$ cat src/rtl/wormhole_out_chan_arbiter.sv
// Output-channel arbiter for a 2D-mesh wormhole router node: grants one input VC per packet,
// preferring the highest hop count, round-robin on ties, with age-based anti-starvation.
module wormhole_out_chan_arbiter #(
  parameter int IN_N      = 5,
  parameter int FLIT_ID_W = 2,
  parameter int HOP_CNT_W = 4,
  parameter int AGE_W     = 4
) (
  input  logic                         clk_i,
  input  logic                         rst_ni,
  input  logic [IN_N-1:0]              req_i,
  input  logic [IN_N-1:0]              data_vld_i,
  input  logic [IN_N*FLIT_ID_W-1:0]    flit_id_i,
  input  logic [IN_N*HOP_CNT_W-1:0]    hop_cnt_i,
  input  logic                         fwd_rdy_i,
  output logic [$clog2(IN_N)-1:0]      sel_o,
  output logic [IN_N-1:0]              chan_alloc_o,
  output logic                         out_vld_o,
  output logic                         locked_o
);

  localparam int SEL_W = $clog2(IN_N);
  localparam logic [AGE_W-1:0]     AGE_MAX = '1;
  localparam logic [FLIT_ID_W-1:0] ID_HEAD = FLIT_ID_W'(2);
  localparam logic [FLIT_ID_W-1:0] ID_TAIL = FLIT_ID_W'(1);
  localparam logic [FLIT_ID_W-1:0] ID_HT   = FLIT_ID_W'(3);

  typedef enum logic {ST_IDLE, ST_LOCKED} state_t;

  state_t                 state_q, state_d;
  logic [SEL_W-1:0]       owner_q, owner_d;
  logic [SEL_W-1:0]       rr_ptr_q, rr_ptr_d;
  logic [AGE_W-1:0]       age_q [IN_N];
  logic [AGE_W-1:0]       age_d [IN_N];

  logic [FLIT_ID_W-1:0]   flit_a [IN_N];
  logic [HOP_CNT_W-1:0]   hop_a  [IN_N];
  logic [IN_N-1:0]        cand;
  logic                   win_vld;
  logic [SEL_W-1:0]       win_idx;
  logic                   tail_xfer;

  // Index arithmetic wraps at IN_N, which need not be a power of two.
  function automatic logic [SEL_W-1:0] wrap_add(input logic [SEL_W-1:0] base, input int k);
    int s;
    s = int'(base) + k;
    if (s >= IN_N) s = s - IN_N;
    return SEL_W'(s);
  endfunction

  always_comb begin
    for (int i = 0; i < IN_N; i++) begin
      flit_a[i] = flit_id_i[i*FLIT_ID_W +: FLIT_ID_W];
      hop_a[i]  = hop_cnt_i[i*HOP_CNT_W +: HOP_CNT_W];
      cand[i]   = req_i[i] & data_vld_i[i] & ((flit_a[i] == ID_HEAD) | (flit_a[i] == ID_HT));
    end
  end

  // Scan from rr_ptr so the first hit wins ties; a saturated age overrides hop priority.
  always_comb begin
    logic                 old_found;
    logic [SEL_W-1:0]     old_idx;
    logic                 best_found;
    logic [HOP_CNT_W-1:0] best_hop;
    logic [SEL_W-1:0]     best_idx;
    logic [SEL_W-1:0]     idx;
    old_found  = 1'b0;
    old_idx    = '0;
    best_found = 1'b0;
    best_hop   = '0;
    best_idx   = '0;
    idx        = '0;
    for (int k = 0; k < IN_N; k++) begin
      idx = wrap_add(rr_ptr_q, k);
      if (cand[idx]) begin
        if (!old_found && (age_q[idx] == AGE_MAX)) begin
          old_found = 1'b1;
          old_idx   = idx;
        end
        if (!best_found || (hop_a[idx] > best_hop)) begin
          best_found = 1'b1;
          best_hop   = hop_a[idx];
          best_idx   = idx;
        end
      end
    end
    win_vld = best_found;
    win_idx = old_found ? old_idx : best_idx;
  end

  always_comb begin
    state_d      = state_q;
    owner_d      = owner_q;
    rr_ptr_d     = rr_ptr_q;
    chan_alloc_o = '0;
    out_vld_o    = 1'b0;
    locked_o     = 1'b0;
    tail_xfer    = 1'b0;
    case (state_q)
      ST_IDLE: begin
        if (win_vld) begin
          state_d = ST_LOCKED;
          owner_d = win_idx;
        end
      end
      ST_LOCKED: begin
        locked_o     = 1'b1;
        chan_alloc_o = IN_N'(1) << owner_q;
        out_vld_o    = data_vld_i[owner_q] & fwd_rdy_i;
        // Only a transferred tail releases the lock; a stray HEAD is forwarded as body.
        tail_xfer    = out_vld_o & ((flit_a[owner_q] == ID_TAIL) | (flit_a[owner_q] == ID_HT));
        if (tail_xfer) begin
          state_d  = ST_IDLE;
          rr_ptr_d = wrap_add(owner_q, 1);
        end
      end
      default: state_d = ST_IDLE;
    endcase
  end

  always_comb begin
    for (int i = 0; i < IN_N; i++) begin
      age_d[i] = age_q[i];
      if (!req_i[i]) begin
        age_d[i] = '0;
      end else if ((state_q == ST_IDLE) && win_vld && (win_idx == SEL_W'(i))) begin
        age_d[i] = '0;
      end else if ((state_q == ST_LOCKED) && (owner_q == SEL_W'(i))) begin
        if (tail_xfer) age_d[i] = '0;
      end else if (cand[i] && (age_q[i] != AGE_MAX)) begin
        age_d[i] = age_q[i] + AGE_W'(1);
      end
    end
  end

  always_ff @(posedge clk_i or negedge rst_ni) begin
    if (!rst_ni) begin
      state_q  <= ST_IDLE;
      owner_q  <= '0;
      rr_ptr_q <= '0;
      for (int i = 0; i < IN_N; i++) age_q[i] <= '0;
    end else begin
      state_q  <= state_d;
      owner_q  <= owner_d;
      rr_ptr_q <= rr_ptr_d;
      for (int i = 0; i < IN_N; i++) age_q[i] <= age_d[i];
    end
  end

  assign sel_o = owner_q;

endmodule

$ cat config.mk
export PLATFORM = sky130hd
export DESIGN_NAME = wormhole_out_chan_arbiter
export DESIGN_NICKNAME = d
export VERILOG_FILES = /design/src/rtl/wormhole_out_chan_arbiter.sv
export SDC_FILE = /design/constraint.sdc
export NUM_CORES = 1
export LEC_CHECK = 0
export ABC_AREA = 1
export ABC_CLOCK_PERIOD_IN_PS = 6800
export CAP_MARGIN = 5
export CORE_ASPECT_RATIO = 0.5
export CORE_MARGIN = 2
export CORE_UTILIZATION = 40
export CTS_CLUSTER_SIZE = 20
export DETAILED_ROUTE_END_ITERATION = 6
export GPL_ROUTABILITY_DRIVEN = 0
export GPL_TIMING_DRIVEN = 0
export PLACE_DENSITY = 0.73
export SLEW_MARGIN = 30
export SYNTH_ARGS = -nofsm -noshare
export SYNTH_HDL_FRONTEND = slang
export SYNTH_SLANG_ARGS = --single-unit
$ cat constraint.sdc
create_clock -name clk_i -period 6.8 [get_ports clk_i]
set_input_delay 1.7 -clock clk_i [delete_from_list [all_inputs] [get_ports clk_i]]
set_output_delay 1.7 -clock clk_i [all_outputs]
set_load 0.02 [all_outputs]
### After elaboration in Yosys (flattened, before gate mapping)

Index checks and enable logic that the tools add are counted.

* input bits: 43
* register bits: 27
* output and inout bits: 10

* bitwise logic cells: 25
* muxes and demuxes: 125
* $add $sub $neg: 16
* shift operators: 1
* order comparisons: 22
* equality and inequality tests: 40
* reductions and logical operators: 41

Operator list (number)
* $mux W4: 48
* $bmux W4 S3: 10
* $mux W3: 26
* $ne A4 B4 Y1 const B: 10
* $mux W1: 30
* $ge A4 B4 Y1 const B: 6
* $lt A3 B4 Y1 const B: 6
* $not A3 Y4: 6
* $eq A2 B2 Y1 const B: 11
* $add A4 B1 Y4 const B: 5
* $eq A4 B4 Y1 const B: 5
* $ge A4 B3 Y1 const B: 5
* $logic_and A1 B1 Y1: 20
* $ne A4 B1 Y1 const B: 5
* $bmux W1 S3: 6
* $sub A3 B3 Y3 const B: 6
* $gt A4 B4 Y1: 4
* $reduce_and A2 Y1: 7
* $and A1 B1 Y1: 12
* $eq A3 B2 Y1 const B: 4
* $add A3 B1 Y4 const B: 2
* $add A3 B2 Y4 const B: 2
* $logic_not A1 Y1: 8
* $bmux W2 S3: 1
* 13 further kinds: 25

### Logic depth before layout (Yosys ltp)

Gate-level depths: netlist (run 1).

* word-level depth: 30
* gate-level depth with buffers: 60
* gate-level depth less buffers: 56

### Worst setup path before layout (run 1)

No wires, ideal clock.

* path type: input -> register
* start point: in data_vld_i[1]
* end point: reg age_q[17] (netlist bit)
* slack: -0.433 ns
* stages: 52
* arrival time: 7.114 ns
* required time: 6.681 ns
* library setup time: 0.119 ns
* cells stage by stage: inv_1 -> nor2_1 -> inv_1 -> nand2_1 -> nand3_1 -> nand2_1 -> nand2_1 -> nand2_2 -> nand2_1 -> ha_1 -> nand2_1 -> o21ai_0 -> o21ai_0 -> nand3_1 -> nand2_1 -> buf_4 -> o21ai_0 -> ha_1 -> (+16 left out) -> o21ai_0 -> ha_1 -> inv_1 -> nor2_1 -> o21bai_1 -> nand2_1 -> o21ai_0 -> nand2_1 -> nand2_1 -> nand2_1 -> inv_2 -> nand2_1 -> nand2_2 -> nand2_4 -> nor2_8 -> nand2_4 -> nand4_1 -> nand2_1

* word-level cells in the longest chain between the ends: 26

Ends and longest elaborated chain
* from (decl): RTL line 12 `input logic [IN_N-1:0] data_vld_i,`
* $and A1 B1 Y1 (2 in a row): RTL line 55 `cand[i] = req_i[i] & data_vld_i[i] & ((flit_a[i] == ID_HEAD) | (flit_a[i] == ID_HT));`
* $bmux W1 S3: RTL line 75 `if (cand[idx]) begin`
* $mux W1 (not written as such): RTL line 75
* $mux W4 or $mux W1 (tied branches): RTL line 75
* $gt A4 B4 Y1 (tied with other cells): RTL line 80 `if (!best_found || (hop_a[idx] > best_hop)) begin`
* $logic_or A1 B1 Y1 or $logic_and A1 B1 Y1 (tied branches): RTL line 80, 76
* $mux W4 (tied with other cells): RTL line 80
* $mux W4 or $mux W1 (tied branches): RTL line 75
* (+9 left out)
* $logic_or A1 B1 Y1 or $logic_and A1 B1 Y1 (tied branches): RTL line 80, 76
* $mux W3 (tied with other cells): RTL line 80
* $mux W3 or $mux W1 (tied branches): RTL line 75
* $mux W3: RTL line 88 `win_idx = old_found ? old_idx : best_idx;`
* $logic_not A3 Y1: RTL line 126 `end else if ((state_q == ST_IDLE) && win_vld && (win_idx == SEL_W'(i))) begin`
* $logic_and A1 B1 Y1: RTL line 126
* $ne A4 B1 Y1 (no source line) (tied with other cells)
* $reduce_and A2 Y1 (no source line) or $mux W4 (tied branches)
* to (decl): RTL line 33 `logic [AGE_W-1:0] age_q [IN_N];`

Parallel ways exist; a longest one is shown, timed or not. The select of a mux whose other input is x is not followed.
A chain may end at the register's enable or synchronous reset.

### Worst setup path in the final report (run 1)

* start point: in flit_id_i[3]
* end point: reg age_q[0] (netlist bit)

* word-level cells in the longest chain between the ends: 27

Ends and longest elaborated chain
* from (decl): RTL line 13 `input logic [IN_N*FLIT_ID_W-1:0] flit_id_i,`
* $eq A2 B2 Y1: RTL line 55
* $or A1 B1 Y1: RTL line 55
* $and A1 B1 Y1: RTL line 55
* $bmux W1 S3: RTL line 75
* $mux W1 (not written as such): RTL line 75
* $mux W4 or $mux W1 (tied branches): RTL line 75
* $gt A4 B4 Y1 (tied with other cells): RTL line 80
* $logic_or A1 B1 Y1 or $logic_and A1 B1 Y1 (tied branches): RTL line 80, 76
* (+11 left out)
* $logic_or A1 B1 Y1 or $logic_and A1 B1 Y1 (tied branches): RTL line 80, 76
* $mux W3 (tied with other cells): RTL line 80
* $mux W3 or $mux W1 (tied branches): RTL line 75
* $mux W3: RTL line 88
* $eq A3 B3 Y1: RTL line 126
* $logic_and A1 B1 Y1: RTL line 126
* $ne A4 B1 Y1 (no source line) (tied with other cells)
* $reduce_and A2 Y1 (no source line) or $mux W4 (tied branches)

Parallel ways exist; a longest one is shown, timed or not. The select of a mux whose other input is x is not followed.

==> impl_metrics.toml, run 1 <==
[synthesis]
syn_inst = 804
ys_warn_count = 0
synth_fp_nets = 883
synthFlopType = "dfrtp_1"
yosysSeqAreaShare_pct = 14.0
synth_seq_cells = 27
synthArstFlopShare_pct = 100
ys_types = 46
synth.avg_cell_area_um2 = 6.01
synth-edff-count = 0
syn_area_um2 = 4830

[final_layout]
final_cell_mix = "nand2_1, nand3_1, buf_4"
nFillCells = 1067
area_growth_pct = 41.9
n_antenna_cell = 0
final_common_cell = "nand2_1"
final_nets = 1019
drive_above_1_share_pct = 31.6

[critical_path]
crit_arrival_ns = 7.49
worst_path_max_delay_cell = "nor2b_4"
regToRegSetupSlack_ns = -0.42
cp_top_family = "buffers and inverters"
cp_num_buf_inv = 36
start_kind = "primary input"
path_depth = 50
cpPeakStageDelay_ns = 0.25
crit_path_end_kind = "flop"
r2r-start = "rr_ptr_q[0]"
critPathRequiredTime_ns = 6.95
crit_type = "primary input to flop"
timing.rr.end = "age_q[13]"
reg2reg_depth = 52
cp-endpoint = "age_q[0]"
worstPathMaxFanout = 6
cpMostUsedCell = "buf_4"
cp-startpoint = "flit_id_i[3]"

[timing]
fin_worst_skew_ns = 0.00194
finalCriticalPeriod_ns = 7.34
worst_pin_slew_ns = 0.941
finalSetupViolations = 23
hold_ws_ns = 0.526
grt_setup_unrepaired = "yes"
fmax_mhz = 136
maxSlewViolCount = 0
hold_violations = 0
finalSetupTns_ns = -10.46
finalCritPeriodShare_pct = 108
fin_ws_ns = -0.537
slew_headroom_pct = 36.9

[clock_network]
holdBufCountCts = 0
cts_buffers = 3
clock_path_buffers = 2
worst_setup_hold_path_clk_slew_ns = 0.07
cts_root_buffer = "clkbuf_16"
htreeDepth = 1
insertion_delay_ns = 0.26
cts.sinks = 27
cts_tree = "yes"

[floorplan]
start_util_pct = 40.9
core_um2 = 11800
io_pins = 53
fp.dieArea_um2 = 13000
placementRows = 28
die_x_um = 159
die_y_um = 81.7

[global_route]
antenna_found_initial = 0
track_usage_pct = 28.2
gr-total-overflow = 0
grt_pass1_wl_um = 29500
grt_max_degree = 28
grt_pass1_vias = 6126

[drt]
ant_nets = 0
wl_um = 19300
drt_iter0_drc = 821
detail_route.wl_per_cell_um = 17.5
vias = 6481
drc = 6
viasPerCell = 5.87
first_pass_iters = 7

[worst_hold_path]
min_path_type = "flop to flop"
hold_path_startpoint = "age_q[0]"

[placement]
io_buffer_count = 52
place_hpwl_um = 12700

[power_and_ir_drop]
pwr_density_cell_nw_per_um2 = 75.1
vdd_ir_drop_max_uv = 84.0
p_leak_nw = 3.35

[run_status]
violations = "design-rule violations, negative setup slack"
outcome = "complete, but fails checks"

[run]
cap_violations = 0
[per-stage QoR]
step           area, um^2  util (%)  setup WS, ns  total power [mW]  instances
2_1_floorplan        4920         -        -0.166             0.264        804
3_3_place_gp         5650      47.8         -1.75             0.318       1021
3_5_place_dp         5640      47.8         -1.85             0.320       1021
4_1_cts              6500      55.1        -0.306             0.491       1092
5_1_grt              6860      58.1        -0.915             0.544       1104
6_report             6860      58.1        -0.537             0.515       1104
[sequential cells by signal (all words and copies together), names as in the netlist]
signal,cells
rr_ptr_q,3
state_q,1
sel_o,3
age_q,20
[report_power, final]
| part | total (mW) | internal (mW) | switching (mW) |
|---|---|---|---|
| clock | 0.136 | 0.0804 | 0.0557 |
| combinational | 0.200 | 0.0895 | 0.111 |
| sequential | 0.179 | 0.169 | 0.0102 |
[worst reg2reg max path, delay by kind of cell, from the launching register on]
family	cells	cell delay (ns)
simple gates	26	2.43
compound gates	12	1.70
flops	1	0.43
fa+ha+maj	5	1.49
buf+inv	9	1.03
[per-layer routing]
layer	vias to the layer above	GRT usage (%)	wire, um
met2	427	46.7	8440
met3	114	5.45	2180
met1	2934	34.7	7720
li1	3006	-	-
met4	0	18.1	1010
met5	-	0	0
[area by class of cell]
cell class / instances / area, um^2 / share of cell area (%)
clock buffer: 4 / 78.8 / 1.15
sequential: 27 / 679 / 9.91
tap: 165 / 206 / 3.01
multi-input combinational: 660 / 4300 / 62.6
buffer: 15 / 123 / 1.79
timing repair buffer: 132 / 1090 / 15.8
inverter: 101 / 389 / 5.67
[worst min-delay path by stage]
stage                     endpoint  slack, ns  depth (start not counted)
final                     age_q[0]       0.53                          1
after global routing      age_q[0]       0.54                          1
after CTS                 age_q[0]       0.52                          1
after detailed placement  age_q[0]       0.50                          1
after global placement    age_q[1]       0.49                          2
after floorplan           age_q[1]       0.47                          2
[timing repair]
action / CTS / global route
setup buffers: 67 / 16
pin swaps: 57 / 56
gates cloned: 3 / 0
endpoints found under the setup margin: 23 / 23
gates resized for setup: 171 / 66
[cell families after synthesis]
| logic type | count (synthesis) | synth area share (%) |
|---|---|---|
| AOI/OAI and AO/OA | 164 | 20.1 |
| xor gates and xnor gates | 4 | 0.725 |
| adders and majority gates | 36 | 9.48 |
| buffers and inverters | 119 | 10.4 |
| DFF | 27 | 14.0 |
| and+or+nand+nor | 454 | 45.4 |
[synth_stat cells, types with 6 or more instances]
cell | number | area share (%)
o211ai_1 | 12 | 1.9
o22ai_1 | 9 | 1.2
inv_1 | 72 | 5.6
nand2_1 | 226 | 18
inv_2 | 25 | 1.9
nand2_4 | 7 | 1.6
nor2_1 | 43 | 3.3
o21ai_0 | 68 | 7.0
o21ai_1 | 11 | 1.1
nand2_2 | 28 | 3.6
nand3_1 | 102 | 11
nand3_2 | 7 | 1.5
dfrtp_1 | 27 | 14
o21ai_2 | 6 | 1.1
ha_1 | 35 | 9.1
nand4_1 | 26 | 3.4
a21oi_1 | 36 | 3.7
Power figures use the tool's default switching activity.
==> run 2: changes to the inputs <==
- SETUP_SLACK_MARGIN: not set -> 0.05
==> run 2 against run 1 <==
The flow finishes with violations (negative setup slack); clock power barely moved; clock skew barely moved; die area did not move; cell count fell by 2.6%; setup slack got worse by 0.22 ns; wire length fell by 6.1%; critical path depth did not move; power fell by 0.27%; final area fell by 3.8%; first-iteration DRC count fell by 0.61%; hold slack got worse by 0.0086 ns; critical path type unchanged; critical endpoint is now sel_o[1]; largest cell class unchanged; highest routed layer unchanged.
==> impl_metrics.toml, run 2 (synthesis results as in run 1) <==
[final_layout]
top_register = "age_q"
final_util_pct = 55.9
area_growth_pct = 36.6
final_nets = 990
n_antenna_cell = 0
final_cell_mix = "nand2_1, nand3_1, inv_1"
final_common_cell = "nand2_1"
largest_reg_flops = 20
layout.cells.non_filler = 1075
drive_above_1_share_pct = 31.1

[drt]
detail_route.wl_per_cell_um = 16.9
ant_nets = 0
first_pass_iters = 5
vias = 6296
viasPerCell = 5.86
wl_um = 18200
drc = 0
drt_iter0_drc = 816

[floorplan]
die_x_um = 159
start_util_pct = 40.9
core_um2 = 11800
fp.dieArea_um2 = 13000
io_pins = 53
die_y_um = 81.7
placementRows = 28

[clock_network]
insertion_delay_ns = 0.26
cts_buffers = 3
cts_tree = "yes"
clock_path_buffers = 2
worst_setup_hold_path_clk_slew_ns = 0.07
cts_root_buffer = "clkbuf_16"
cts.sinks = 27
htreeDepth = 1

[timing]
finalSetupTns_ns = -15.90
slew_headroom_pct = 39.0
finalCriticalPeriod_ns = 7.55
maxSlewViolCount = 0
worst_pin_slew_ns = 0.909
fmax_mhz = 132
finalSetupViolations = 23
hold_violations = 0
fin_ws_ns = -0.753
grt_setup_unrepaired = "yes"
finalCritPeriodShare_pct = 111
fin_worst_skew_ns = 0.00151

[global_route]
antenna_found_initial = 0
grt_pass1_wl_um = 28600
grt_pass1_vias = 5977
gr-total-overflow = 0
track_usage_pct = 27.1
grt_max_degree = 28

[run]
cap_violations = 0

[critical_path]
crit_arrival_ns = 7.74
timing.rr.end = "sel_o[1]"
crit_type = "primary input to flop"
start_kind = "primary input"
cp-endpoint = "sel_o[1]"
reg2reg_depth = 53
regToRegSetupSlack_ns = -0.70
cpPeakStageDelay_ns = 0.33
r2r-start = "rr_ptr_q[1]"
critPathRequiredTime_ns = 6.99
worstPathMaxFanout = 5
cp-startpoint = "hop_cnt_i[5]"
worst_path_max_delay_cell = "ha_1"
cpMostUsedCell = "nand2_2"
crit_path_end_kind = "flop"

[run_status]
violations = "negative setup slack"
outcome = "complete, but fails checks"

[power_and_ir_drop]
p_leak_nw = 3.21
pwr_density_cell_nw_per_um2 = 77.8
finalPower_mw = 0.514
vdd_ir_drop_max_uv = 93.2

[placement]
io_buffer_count = 52
placedCellCount = 1021
place_hpwl_um = 12800

[worst_hold_path]
min_path_type = "flop to flop"
==> run 2: final cells by class <==
type	count	area (um^2)
inverter	101	394
buffer	18	144
timing repair buffer	102	871
sequential	27	679
fill	1124	5210
multi-input combinational	658	4230
clock buffer	4	78.8
tap	165	206
==> run 2: where the power goes <==
part / total (mW) / internal, mW / switching [mW]
sequential: 0.179 / 0.169 / 0.0103
clock: 0.138 / 0.0804 / 0.0579
combinational: 0.196 / 0.0891 / 0.107
==> run 2: per-layer routing <==
metal  global-route usage, %  up-vias  wire length [um]
met4                    11.9        0               573
li1                        -     2955                 -
met2                    46.3      365              8090
met5                       0        -                 0
met3                    4.70       61              1820
met1                    34.3     2915              7690
==> run 2: timing repair <==
item,4_1_cts,5_1_grt
hold buffers,0,0
endpoints found under the setup margin,23,23
resized for setup,172,72
pin swaps,59,61
setup buffers,36,12
cloned,3,0
==> run 2: worst max-delay path, delay by kind of cell <==
kind | cells | cell delay, ns
simple gates | 20 | 1.79
compound gates | 15 | 1.78
fa+ha+maj | 4 | 1.15
buf+inv | 11 | 1.26
==> run 2: per-stage QoR <==
stage / area [um^2] / hold slack, ns / setup WS (ns)
final: 6600 / 0.517 / -0.753
after global routing: 6600 / 0.545 / -1.05
after CTS: 6240 / 0.517 / -0.494
after detailed placement: 5640 / 0.500 / -1.95
after global placement: 5650 / 0.489 / -1.77
after floorplan: 4920 / 0.467 / -0.166
==> run 2: worst min-delay path by stage <==
stage	cells after the start	to	start
floorplan	2	age_q[1]	age_q[1]
global placement	2	age_q[1]	age_q[1]
detailed placement	2	age_q[1]	age_q[1]
CTS	2	age_q[1]	age_q[1]
global route	2	age_q[1]	age_q[1]
finish	2	age_q[1]	age_q[1]
